===== src/rtl/mac_array_sequencer.sv =====
// Tile sequencer for a ROWS x COLS systolic MAC grid: clear, skewed operand feed,
// wavefront drain, then row-by-row result readout over a valid/ready port.
module mac_array_sequencer #(
    parameter int ROWS    = 4,
    parameter int COLS    = 4,
    parameter int K_WIDTH = 8,
    parameter int RW      = (ROWS > 1) ? $clog2(ROWS) : 1
) (
    input  logic               clk_i,
    input  logic               rst_ni,
    input  logic               start_i,
    input  logic [K_WIDTH-1:0] k_len_i,
    input  logic               abort_i,
    input  logic               res_ready_i,
    output logic               busy_o,
    output logic               done_o,
    output logic               arr_clear_o,
    output logic               arr_en_o,
    output logic [K_WIDTH-1:0] op_rd_addr_o,
    output logic [ROWS-1:0]    a_row_valid_o,
    output logic [COLS-1:0]    b_col_valid_o,
    output logic               res_valid_o,
    output logic [RW-1:0]      res_row_o
);
    // Step counter is wide enough that k_len + ROWS + COLS - 2 never wraps.
    localparam int TW = K_WIDTH + $clog2(ROWS + COLS) + 1;
    localparam logic [TW-1:0] SKEW = TW'(ROWS + COLS - 2);

    typedef enum logic [2:0] {S_IDLE, S_CLEAR, S_FEED, S_DRAIN, S_READ, S_DONE} state_t;

    state_t             state_q, state_d;
    logic [TW-1:0]      t_q, t_d;
    logic [RW-1:0]      i_q, i_d;
    logic [K_WIDTH-1:0] k_q, k_d;
    logic [TW-1:0]      k_ext_q, k_ext_d;

    assign k_ext_q = TW'(k_q);
    assign k_ext_d = TW'(k_d);

    always_comb begin
        state_d = state_q;
        t_d     = t_q;
        i_d     = i_q;
        k_d     = k_q;
        case (state_q)
            S_IDLE: begin
                if (start_i && (k_len_i != '0)) begin
                    state_d = S_CLEAR;
                    k_d     = k_len_i;
                    t_d     = '0;
                end
            end
            S_CLEAR: begin
                state_d = S_FEED;
                t_d     = '0;
            end
            S_FEED: begin
                t_d = t_q + TW'(1);
                if (t_q == k_ext_q - TW'(1)) begin
                    state_d = (ROWS + COLS > 2) ? S_DRAIN : S_READ;
                    i_d     = '0;
                end
            end
            S_DRAIN: begin
                t_d = t_q + TW'(1);
                if (t_q == k_ext_q + SKEW - TW'(1)) begin
                    state_d = S_READ;
                    i_d     = '0;
                end
            end
            S_READ: begin
                if (res_ready_i) begin
                    if (i_q == RW'(ROWS - 1)) state_d = S_DONE;
                    else                      i_d     = i_q + RW'(1);
                end
            end
            S_DONE: begin
                state_d = S_IDLE;
                t_d     = '0;
                i_d     = '0;
                k_d     = '0;
            end
            default: state_d = S_IDLE;
        endcase
        // Abort overrides every other transition.
        if (abort_i && (state_q != S_IDLE)) begin
            state_d = S_IDLE;
            t_d     = '0;
            i_d     = '0;
            k_d     = '0;
        end
    end

    // Outputs are decoded from next state and registered, so they line up with the state.
    logic               busy_d, done_d, clear_d, en_d, rv_d, feeding_d;
    logic [K_WIDTH-1:0] addr_d;
    logic [ROWS-1:0]    av_d;
    logic [COLS-1:0]    bv_d;
    logic [RW-1:0]      row_d;

    assign feeding_d = (state_d == S_FEED) || (state_d == S_DRAIN);
    assign busy_d    = (state_d != S_IDLE);
    assign done_d    = (state_d == S_DONE);
    assign clear_d   = (state_d == S_CLEAR);
    assign en_d      = feeding_d;
    assign rv_d      = (state_d == S_READ);
    assign row_d     = (state_d == S_READ) ? i_d : '0;
    assign addr_d    = (state_d == S_FEED)  ? t_d[K_WIDTH-1:0] :
                       (state_d == S_DRAIN) ? (k_d - K_WIDTH'(1)) : '0;

    genvar gi;
    generate
        for (gi = 0; gi < ROWS; gi++) begin : g_row_valid
            assign av_d[gi] = feeding_d && (t_d >= TW'(gi)) && ((t_d - TW'(gi)) < k_ext_d);
        end
        for (gi = 0; gi < COLS; gi++) begin : g_col_valid
            assign bv_d[gi] = feeding_d && (t_d >= TW'(gi)) && ((t_d - TW'(gi)) < k_ext_d);
        end
    endgenerate

    always_ff @(posedge clk_i or negedge rst_ni) begin
        if (!rst_ni) begin
            state_q       <= S_IDLE;
            t_q           <= '0;
            i_q           <= '0;
            k_q           <= '0;
            busy_o        <= 1'b0;
            done_o        <= 1'b0;
            arr_clear_o   <= 1'b0;
            arr_en_o      <= 1'b0;
            op_rd_addr_o  <= '0;
            a_row_valid_o <= '0;
            b_col_valid_o <= '0;
            res_valid_o   <= 1'b0;
            res_row_o     <= '0;
        end else begin
            state_q       <= state_d;
            t_q           <= t_d;
            i_q           <= i_d;
            k_q           <= k_d;
            busy_o        <= busy_d;
            done_o        <= done_d;
            arr_clear_o   <= clear_d;
            arr_en_o      <= en_d;
            op_rd_addr_o  <= addr_d;
            a_row_valid_o <= av_d;
            b_col_valid_o <= bv_d;
            res_valid_o   <= rv_d;
            res_row_o     <= row_d;
        end
    end
endmodule


===== config.mk =====
export PLATFORM = sky130hd
export DESIGN_NAME = mac_array_sequencer
export DESIGN_NICKNAME = d
export VERILOG_FILES = /design/src/rtl/mac_array_sequencer.sv
export SDC_FILE = /design/constraint.sdc
export NUM_CORES = 1
export LEC_CHECK = 0
export CAP_MARGIN = 20
export CORE_ASPECT_RATIO = 0.7
export CORE_UTILIZATION = 25
export DETAILED_ROUTE_END_ITERATION = 8
export PLACE_DENSITY_LB_ADDON = 0.05
export SLEW_MARGIN = 10
export SYNTH_ARGS = -nofsm -noshare
export SYNTH_HDL_FRONTEND = slang
export SYNTH_SLANG_ARGS = --single-unit

===== constraint.sdc =====
create_clock -name clk_i -period 4.17 [get_ports clk_i]
set_input_delay 0.6255 -clock clk_i [delete_from_list [all_inputs] [get_ports clk_i]]
set_output_delay 0.6255 -clock clk_i [all_outputs]
set_load 0.03 [all_outputs]

==> results of run 1 <==
cells by family after synthesis:
group	after synthesis
compound gates	119
xor+xnor	36
fa+ha+maj	37
buf+inv	57
flops	44
mux	5
simple gates	202
flip-flops by register name, indices dropped and copies added, names as in the netlist:
register and flops:
res_valid_o 1, t_q 12, arr_en_o 1, op_rd_addr_o 8
state_q 3, arr_clear_o 1, res_row_o 2, b_col_valid_o 4
busy_o 1, i_q 2, done_o 1, k_q 8
critical path, stage by stage:
cell             delay [ns]
clkdlybuf4s50_1        0.46
buf_4                  0.16
or4_4                  0.58
o21ai_4                0.21
nand3_1                0.12
a31o_2                 0.26
inv_2                  0.12
nor3_1                 0.09
nand2_1                0.12
xnor2_1                0.13
ha_1                   0.26
and4_1                 0.23
a2111oi_2              0.35
o21ai_1                0.12
a2111oi_2              0.29
final cells by class:
| class | count | share of cell area [%] |
|---|---|---|
| well taps | 225 | 5.01 |
| multi-input cells | 399 | 53.0 |
| clock buffers | 6 | 2.47 |
| inverters | 30 | 2.01 |
| clock inverters | 2 | 0.178 |
| repair buffers | 121 | 17.7 |
| flip-flops and latches | 44 | 19.6 |
power by group through the flow:
stage	logic (mW)	clock network [mW]	registers [mW]
final	1.11	0.415	0.567
after detailed placement	1.10	0	0.571
after floorplan	0.712	0	0.535
after global routing	1.25	0.445	0.576
after global placement	1.09	0	0.572
after CTS	1.11	0.430	0.565
worst min path at each step:
stage	from	endpoint	slack (ns)	cells after the start
floorplan	rst_ni	arr_clear_o	0.33	0
global placement	i_q[0]	i_q[0]	0.58	2
detailed placement	i_q[0]	i_q[0]	0.58	2
CTS	rst_ni	res_row_o[0]	0.30	1
global route	rst_ni	res_row_o[0]	0.31	1
finish	rst_ni	res_row_o[0]	0.27	1
metrics by stage:
stage               setup TNS, ns  hold slack [ns]  setup slack, ns  cells  power, mW
floorplan                       0            0.330           0.0838    500       1.25
global placement           -0.433            0.584           -0.238    819       1.67
detailed placement         -0.509            0.584           -0.301    819       1.67
CTS                             0            0.296           0.0218    827       2.10
global route             -0.00916            0.308         -0.00916    827       2.27
finish                          0            0.271            0.214    827       2.09
synthesized netlist by cell type (all sizes together) (6+ instances only):
cell type and n:
a211oi 8, a21boi 6, a21o 6, a21oi 26
a31oi 6, and2 7, buf 25, dfrtp 44
ha 37, inv 30, nand2 40, nand2b 7
nand3 19, nand4 11, nor2 44, nor2b 13
nor3 16, nor3b 6, nor4 9, nor4b 7
o21ai 24, o22ai 6, o31ai 7, xnor2 27
xor2 9
metal layers:
| layer | share of wire [%] | vias to the layer above |
|---|---|---|
| met4 | 0.39 | 0 |
| met1 | 56 | 1956 |
| li1 | - | 2024 |
| met2 | 38 | 132 |
| met3 | 5.7 | 6 |
| met5 | 0 | - |
timing repair:
item | CTS | global route
resized for setup | 1 | 15
setup endpoints to repair | 1 | 3
pin swaps | 0 | 5
==> results.md, run 1 <==
Synth:
- The number of different library cells used by synthesis comes to between 80 and 90.
- The fraction of the mapped netlist area in simple logic gates is a little over a quarter.
- A synthesized cell averages 8.58 um^2.
- The adder-cell share of the synthesized area is a little over a tenth.
- The area fraction in compound gates after synthesis is a little over a fifth.
- The register area share after synthesis is 25.7%.
- The synthesized netlist devotes between 7 and 8% of its cell area to XOR and XNOR gates.
- Among all flip-flop cells after synthesis, the most frequent one is dfrtp_1.
- After technology mapping, the gate count stands at 500.
- After synthesis the cells add up to about 0.0043 mm^2.
- The main combinational cell family by area after synthesis is simple AND/OR/NAND/NOR gates.
- The async set or reset register ratio after synthesis is 100%.
- After synthesis the netlist holds a flip-flop and latch count of 44.
- The count of warnings emitted by yosys is 0.
- The number of enable flip-flop cells after synthesis is 0.
- The number of nets handed over by synthesis was 550.
- The library cell with the largest summed area after synthesis is dfrtp_1.
- The top cell type's share of synthesized area is between 20 and 30%.
- In the post-synthesis netlist, the biggest area contributors are dfrtp_1 (26%), ha_1 (11%), xnor2_1 (5.5%).
- Measured against the total synthesized area, the mux share comes to roughly 1.2%.

Worst setup path:
- The capturing element of the worst setup path is b_col_valid_o[3].
- In this run the critical register-to-register path is captured at b_col_valid_o[3].
- The setup path with the least slack is of type in2reg.
- The worst setup path is launched from an input pin.
- The required time at the worst-slack endpoint is about 4.4 ns.
- The kind of end point of the critical path is a flip-flop.
- The worst register-to-register path begins at state_q[2].
- The origin of the worst setup path is k_len_i[4].
- The arrival time of data at the critical path endpoint is approximately 4.1 ns.
- The path depth of the worst reg2reg path is 12.
- Of all nets on the critical path, the largest fanout is 5.
- The setup check on the worst reg-to-reg path leaves a slack of 0.39 ns.

Clock network:
- The count of H-tree levels built during CTS is 2.
- The number of buffers created by CTS is 5.
- The root buffer cell is clkbuf_16.
- The clock transition time at the flip-flop clock pins of the worst setup and hold paths is 0.06 ns.
- For this design, the sink count on the clock tree is 44.
- For this design, the CTS-stage hold fixing added 0 buffers.
- For the worst-skew pair, the clock arrives at the later sink with an insertion delay of 0.29 ns.
- The clock passes through at most 2 buffers.
- The count of buffers added by post-CTS timing repair for setup is 0.
- The CTS tree is yes.

Route:
- The detail route stage leaves a number of antenna-violating nets equal to 0.
- The number of vias in the routed layout is between 4k and 5k.
- The wire length per cell is between 15 and 20 um.
- Before antenna repair, the detailed router went through 5 iterations.
- After detailed routing, the number of remaining DRC violations is 0.
- Using the TritonRoute via totals, the vias-per-cell ratio works out to 4.98.
- The detailed router finished its first iteration with 354 violations.
- The routed design has about 16 mm of wire.

Final layout:
- The count of nets after finishing is around 650.
- The layout-stage area growth over the synthesis result is 30.8%.
- The post-route netlist has about a quarter of its cells at a drive strength greater than 1.
- Cells fill about a third of the core in the end.
- The combined area of the multi-input logic cells is 0.00298 mm^2.
- The storage element area is roughly 0.0011 mm^2.
- The antenna cell count is 0.
- The layout has approximately 1.7k filler cells.
- In the layout the commonest cells are buf_4 (86), dfrtp_1 (44), nor2_1 (43).
- The cell area after layout is approximately 0.0056 mm^2.
- The commonest non-fill, non-tap cell in the layout is buf_4.

Global route:
- The global-route track usage on met1 is between 30% and 40%.
- The global-route wire length before repair is about 25 mm.
- Entering global routing, the biggest net connects 27 pins.
- The total congestion overflow after global routing is 0.
- The global routing's busiest layer is met1.
- The number of global-route vias before repair was just over 4k.
- The initial antenna violation count is 0.
- Global routing used under 10% of the available met3 tracks.
- The total track usage is 18.6%.
- For met2 alone, demand over resource in global routing was 24.9%.

Floorplan:
- The total I/O pin count is 36.
- The floorplan core area is between 0.015 and 0.02 mm^2.
- The area of the die is about 0.018 mm^2.
- For this configuration, the core starts out at a cell density of about 26%.
- In this run the vertical extent of the chip is ~110 um.
- The cell row count is 39.
- The horizontal die dimension is between 150 and 200 um.

Min path:
- The tightest min-delay check is of the in2async type.

Timing:
- Setup violations remaining at the end of the flow were counted as 0.
- In this run the tightest slew margin relative to its limit is around 44%.
- For the pin with the worst max-slew slack, the measured transition is about 0.83 ns.
- Clock skew on the completed layout was measured at roughly 0.0058 ns.
- The maximum clock frequency is about 250 MHz.
- The number of hold-slack violations in the final timing report is 0.
- The count of pins over their slew limit was 0.
- The worst path needs 3.96 ns of the cycle, external delays included.
- The worst path uses roughly 95% of the clock period.

Run status:
- The run finished with clean final reports.

Power and ir drop:
- The share of total power dissipated in sequential elements is roughly 27%.
- The internal portion of total power is about 1.2 mW.
- For this design the total switching power over the nets is ~0.89 mW.
- The switching part of the total is ~43%.
- The power per cell area is about 370 mW/mm^2.
- Combinational logic is responsible for a little over half of the overall power.
- The maximum VDD drop is about 0.14 mV.
- For this design the static power due to leakage is 2.40 nW.
- Of the total power, the clock network draws roughly a fifth.

Placement:
- The estimated wirelength of the detail-placed design is about 12 mm.
- During placement, the flow inserted port buffers numbering 35.
- The weighted congestion reported at the end of routability-driven placement is roughly 0.85.
- The total placed instance area is ~0.0054 mm^2.

Job:
- The number of maximum-capacitance constraint violations is 0.
No activity file was read; power rests on OpenSTA's default activity.
==> inputs of run 2 (changes only) <==
ABC_AREA = 1   (was not set)
CTS_CLUSTER_SIZE = 8   (was not set)
DONT_BUFFER_PORTS = 1   (was not set)
==> run 2 against run 1 <==
  * Clock power up 3%
  * Clock-buffer cell count unchanged
  * Largest power group unchanged
  * Worst hold slack worse by 0.26 ns
  * Via count down 10%
  * Sequential power up 25%
  * Utilization down 5.9 points
  * Routed wire length down 11%
  * Combinational power up 97%
  * First-iteration DRC count down 44%
==> results.md, run 2 <==
Synth:
- The number of register bits inferred by synthesis came to 44 (unchanged).
- The most frequently used cell type in the post-synthesis netlist is nand2_1.
- The async set or reset register ratio after synthesis is 100% (unchanged).
- The number of enable flip-flop cells after synthesis is 0 (unchanged).
- After synthesis, the most frequently instantiated cells are nand2_1 (163), inv_1 (64), nand3_1 (49), nor2_1 (49), dfrtp_1 (44).
- The average cell area after synthesis is 7.00 um^2 (-18%).
- The number of distinct standard cells referenced by the synthesized netlist is 35 (-57%).
- The prevailing post-synth register cell is dfrtp_1.
- The count of warnings emitted by yosys came to 0 (unchanged).
- The top cell type's share of synthesized area is 26.0% (+0.37 points).
- The library cell with the largest summed area after synthesis is dfrtp_1.
- Sorting the synthesized cells by area gives the leading types as dfrtp_1 (26%), nand2_1 (14%), ha_1 (11%).
- The synthesized netlist net count is 654 (+19%).
- The register area share after synthesis is 26.0% (+0.37 points).
- The synthesized cell area was 0.00423 mm^2 (-1.4%).
- The number of instances in the synthesized netlist came to 604 (+21%).

Route:
- The number of vias in the routed layout was 3706 (-10%).
- The number of design-rule violations left by the first detailed-router iteration is 199 (-44%).
- The ratio of routed vias to standard cells was 4.46 (-10%).
- The routed wire length came to 13.8 mm (-11%).
- The count of nets left with antenna violations after detail routing was 0 (unchanged).
- The wire length per cell was 16.6 um (-11%).
- The DRC violations left came to 0 (unchanged).
- The number of detailed-routing iterations run before antenna repair was 5 (unchanged).

Clock network:
- The count of H-tree levels built during CTS came to 2 (unchanged).
- The number of buffers created by CTS is 5 (unchanged).
- The count of buffers added by post-CTS timing repair for setup came to 0 (unchanged).
- The largest buffer count on any clock path was 2 (unchanged).
- The number of clock sinks seen by CTS was 44 (unchanged).
- The clock transition time at the flip-flop clock pins of the worst setup and hold paths was 0.07 ns (about the same).
- The cell sitting at the root of the clock tree is a clkbuf_16.
- The clock latency reported for the late side of the worst-skew pair came to 0.30 ns (about the same).
- TritonCTS built the clock tree.

Global route:
- The initial antenna violation count was 0 (unchanged).
- The number of global-route vias before repair is 3505 (-14%).
- The global-route wire length before repair is 21.5 mm (-12%).
- The total track usage is 16.8% (-1.9 points).
- The total congestion overflow after global routing is 0 (unchanged).
- The pin count of the biggest net entering global routing is 45 (+67%).

Run status:
- The run finished with clean final reports.

Placement:
- The total placed instance area is 0.00444 mm^2 (-18%).
- The estimated wirelength of the detail-placed design came to 11.0 mm (-11%).
- The count of input and output buffers came to 0 (-100%).
- The weighted congestion reported at the end of routability-driven placement is 0.865 (+1.4%).

Final layout:
- The share of post-route cells with drive strength above 1 is 14.0% (-9.2 points).
- The number of flip-flops in the largest register is 12 (unchanged).
- In the layout the commonest cells are nand2_1 (163), inv_1 (64), nor2_1 (49), nand3_1 (49), dfrtp_1 (44).
- More flip-flops sit in one register than any other, and that register is t_q.
- The final design utilization is 28.1% (-5.9 points).
- The count of nets after finishing is 655 (+0.61%).
- The cell area after layout is 0.00462 mm^2 (-18%).
- The antenna cell count came to 0 (unchanged).
- From synthesis to final layout, the design area changed by 9.17%.
- The commonest non-fill, non-tap cell in the layout is nand2_1.
- In the final layout, the registers with the most flip-flops are t_q x12, k_q x8, op_rd_addr_o x8.

Worst setup path:
- The origin of the worst setup path is state_q[2].
- The critical path is of the reg2reg type.
- The required time at the worst-slack endpoint is 4.40 ns (+0.05 ns).
- The path depth of the worst reg2reg path is 18 (+6).
- STA classifies the critical path endpoint as a flip-flop.
- The most critical setup path has its endpoint at b_col_valid_o[1].
- The arrival time of data at the critical path endpoint is 3.85 ns (-0.29 ns).
- The worst setup path is launched from a flip-flop.
- The capture instance of the worst register-to-register path is b_col_valid_o[1].
- The internal reg-to-reg setup slack is 0.55 ns (+0.16 ns).
- In this run the critical register-to-register path is launched from state_q[2].
- The maximum net fanout on the critical path is 17 (+12).

Power and ir drop:
- The power per cell area is 719 mW/mm^2 (+93%).
- The static leakage is 2.45 nW (+2.4%).
- The maximum VDD drop came to 0.236 mV (+66%).

Floorplan:
- The initial core utilization is 25.7% (-0.22 points).
- The total I/O pin count was 36 (unchanged).
- The cell row count came to 39 (unchanged).
- The horizontal die dimension is 157 um (-0.71%).
- The area of the die was 0.0175 mm^2 (-1.4%).
- The floorplan core area is 0.0164 mm^2 (-0.59%).
- The vertical extent of the die is 111 um (-0.70%).

Timing:
- The clock tree skew after final layout is 0.00909 ns (+0.00334 ns).
- The summed negative setup slack over all endpoints is 0 ns (unchanged).
- The number of hold-slack violations in the final timing report came to 0 (unchanged).
- The final setup violation count is 0 (unchanged).
- The worst hold margin came to 0.0119 ns (-0.259 ns).
- Setup repair after global routing left no endpoint under its margin.
- The maximum clock frequency is 277 MHz (+9.4%).
- The max-slew headroom at the worst pin is 48.4% (+4.4 points).
- The count of pins over their slew limit is 0 (unchanged).
- The share of the clock period used by the worst path after layout is 86.7% (-8.1 points).
- The minimum clock period is 3.62 ns (-0.340 ns).
- The transition time at the pin with the least slew margin is 0.771 ns (-0.0611 ns).

Min path:
- The min-delay analysis places its worst path in the category in2async.

Job:
- The number of maximum-capacitance constraint violations was 0 (unchanged).
==> run 2: layout make-up <==
cell class / instances / area, um^2
inverter: 85 / 332
clock inverter: 2 / 15.0
clock buffer: 6 / 139
fill: 1842 / 11800
sequential: 44 / 1100
multi-input combinational: 466 / 2720
timing repair buffer: 3 / 27.5
tap: 225 / 282
==> run 2: logic make-up (layout without fill, tap and decap cells) <==
kind of cell	Yosys count	after routing	share of synthesized area (%)
adder cells (fa/ha/maj)	37	37	10.9
flip-flops	44	44	26.0
AO/OA/AOI/OAI	61	61	8.31
buffers and inverters	94	96	9.61
AND/OR/NAND/NOR	333	333	37.9
XOR/XNOR	35	35	7.25
==> run 2: routing by layer <==
| layer | part of all wire (%) | vias up | GRT usage (%) |
|---|---|---|---|
| met5 | 0 | - | 0 |
| met4 | 0.94 | 0 | 3.62 |
| met3 | 4.4 | 8 | 3.17 |
| met2 | 35 | 77 | 20.1 |
| met1 | 60 | 1696 | 28.7 |
| li1 | - | 1925 | - |
==> run 2: critical path: stages, from the launching register on <==
cell	delay [ns]
dfrtp_1	0.58
nor2_8	0.29
inv_6	0.07
nand2_8	0.17
inv_6	0.11
a21oi_2	0.33
inv_1	0.22
ha_1	0.26
nand2_2	0.13
nand2_1	0.11
inv_2	0.08
nand2_1	0.06
xor2_1	0.15
ha_1	0.30
a21oi_1	0.15
o21ai_0	0.11
nor2_1	0.16
nand4_1	0.13
nor2_1	0.11
==> run 2: metrics by stage <==
step | instances | power, mW | worst slack, ns
floorplan | 604 | 2.34 | 1.17
global placement | 821 | 2.91 | 0.571
detailed placement | 821 | 2.89 | 0.501
CTS | 829 | 3.34 | 0.560
global route | 831 | 3.71 | 0.297
finish | 831 | 3.32 | 0.554
==> run 2: worst min path at each step <==
stage	endpoint	slack, ns	cells after the start
2_1_floorplan	arr_clear_o	0.33	0
6_report	op_rd_addr_o[0]	0.01	0
3_5_place_dp	arr_clear_o	0.33	0
3_3_place_gp	k_q[1]	0.33	0
4_1_cts	arr_clear_o	0.002	0
5_1_grt	op_rd_addr_o[0]	0.0009	0
==> run 2: what timing repair did <==
item,in CTS,in global routing
hold buffers,0,2
resized for setup,0,0
hold endpoints to repair,0,7
==> run 2: where the power goes <==
part	internal (mW)	total, mW	switching (mW)	leakage, nW
clock	0.239	0.429	0.190	0.0691
combinational	0.733	2.19	1.45	1.79
sequential	0.513	0.707	0.194	0.596
total	1.48	3.32	1.84	2.45
==> inputs of run 3 (changes only) <==
SLEW_MARGIN = not set   (was 10)
==> results of run 3 <==
No change in the layout: final DEF, timing and power equal those of run 2.
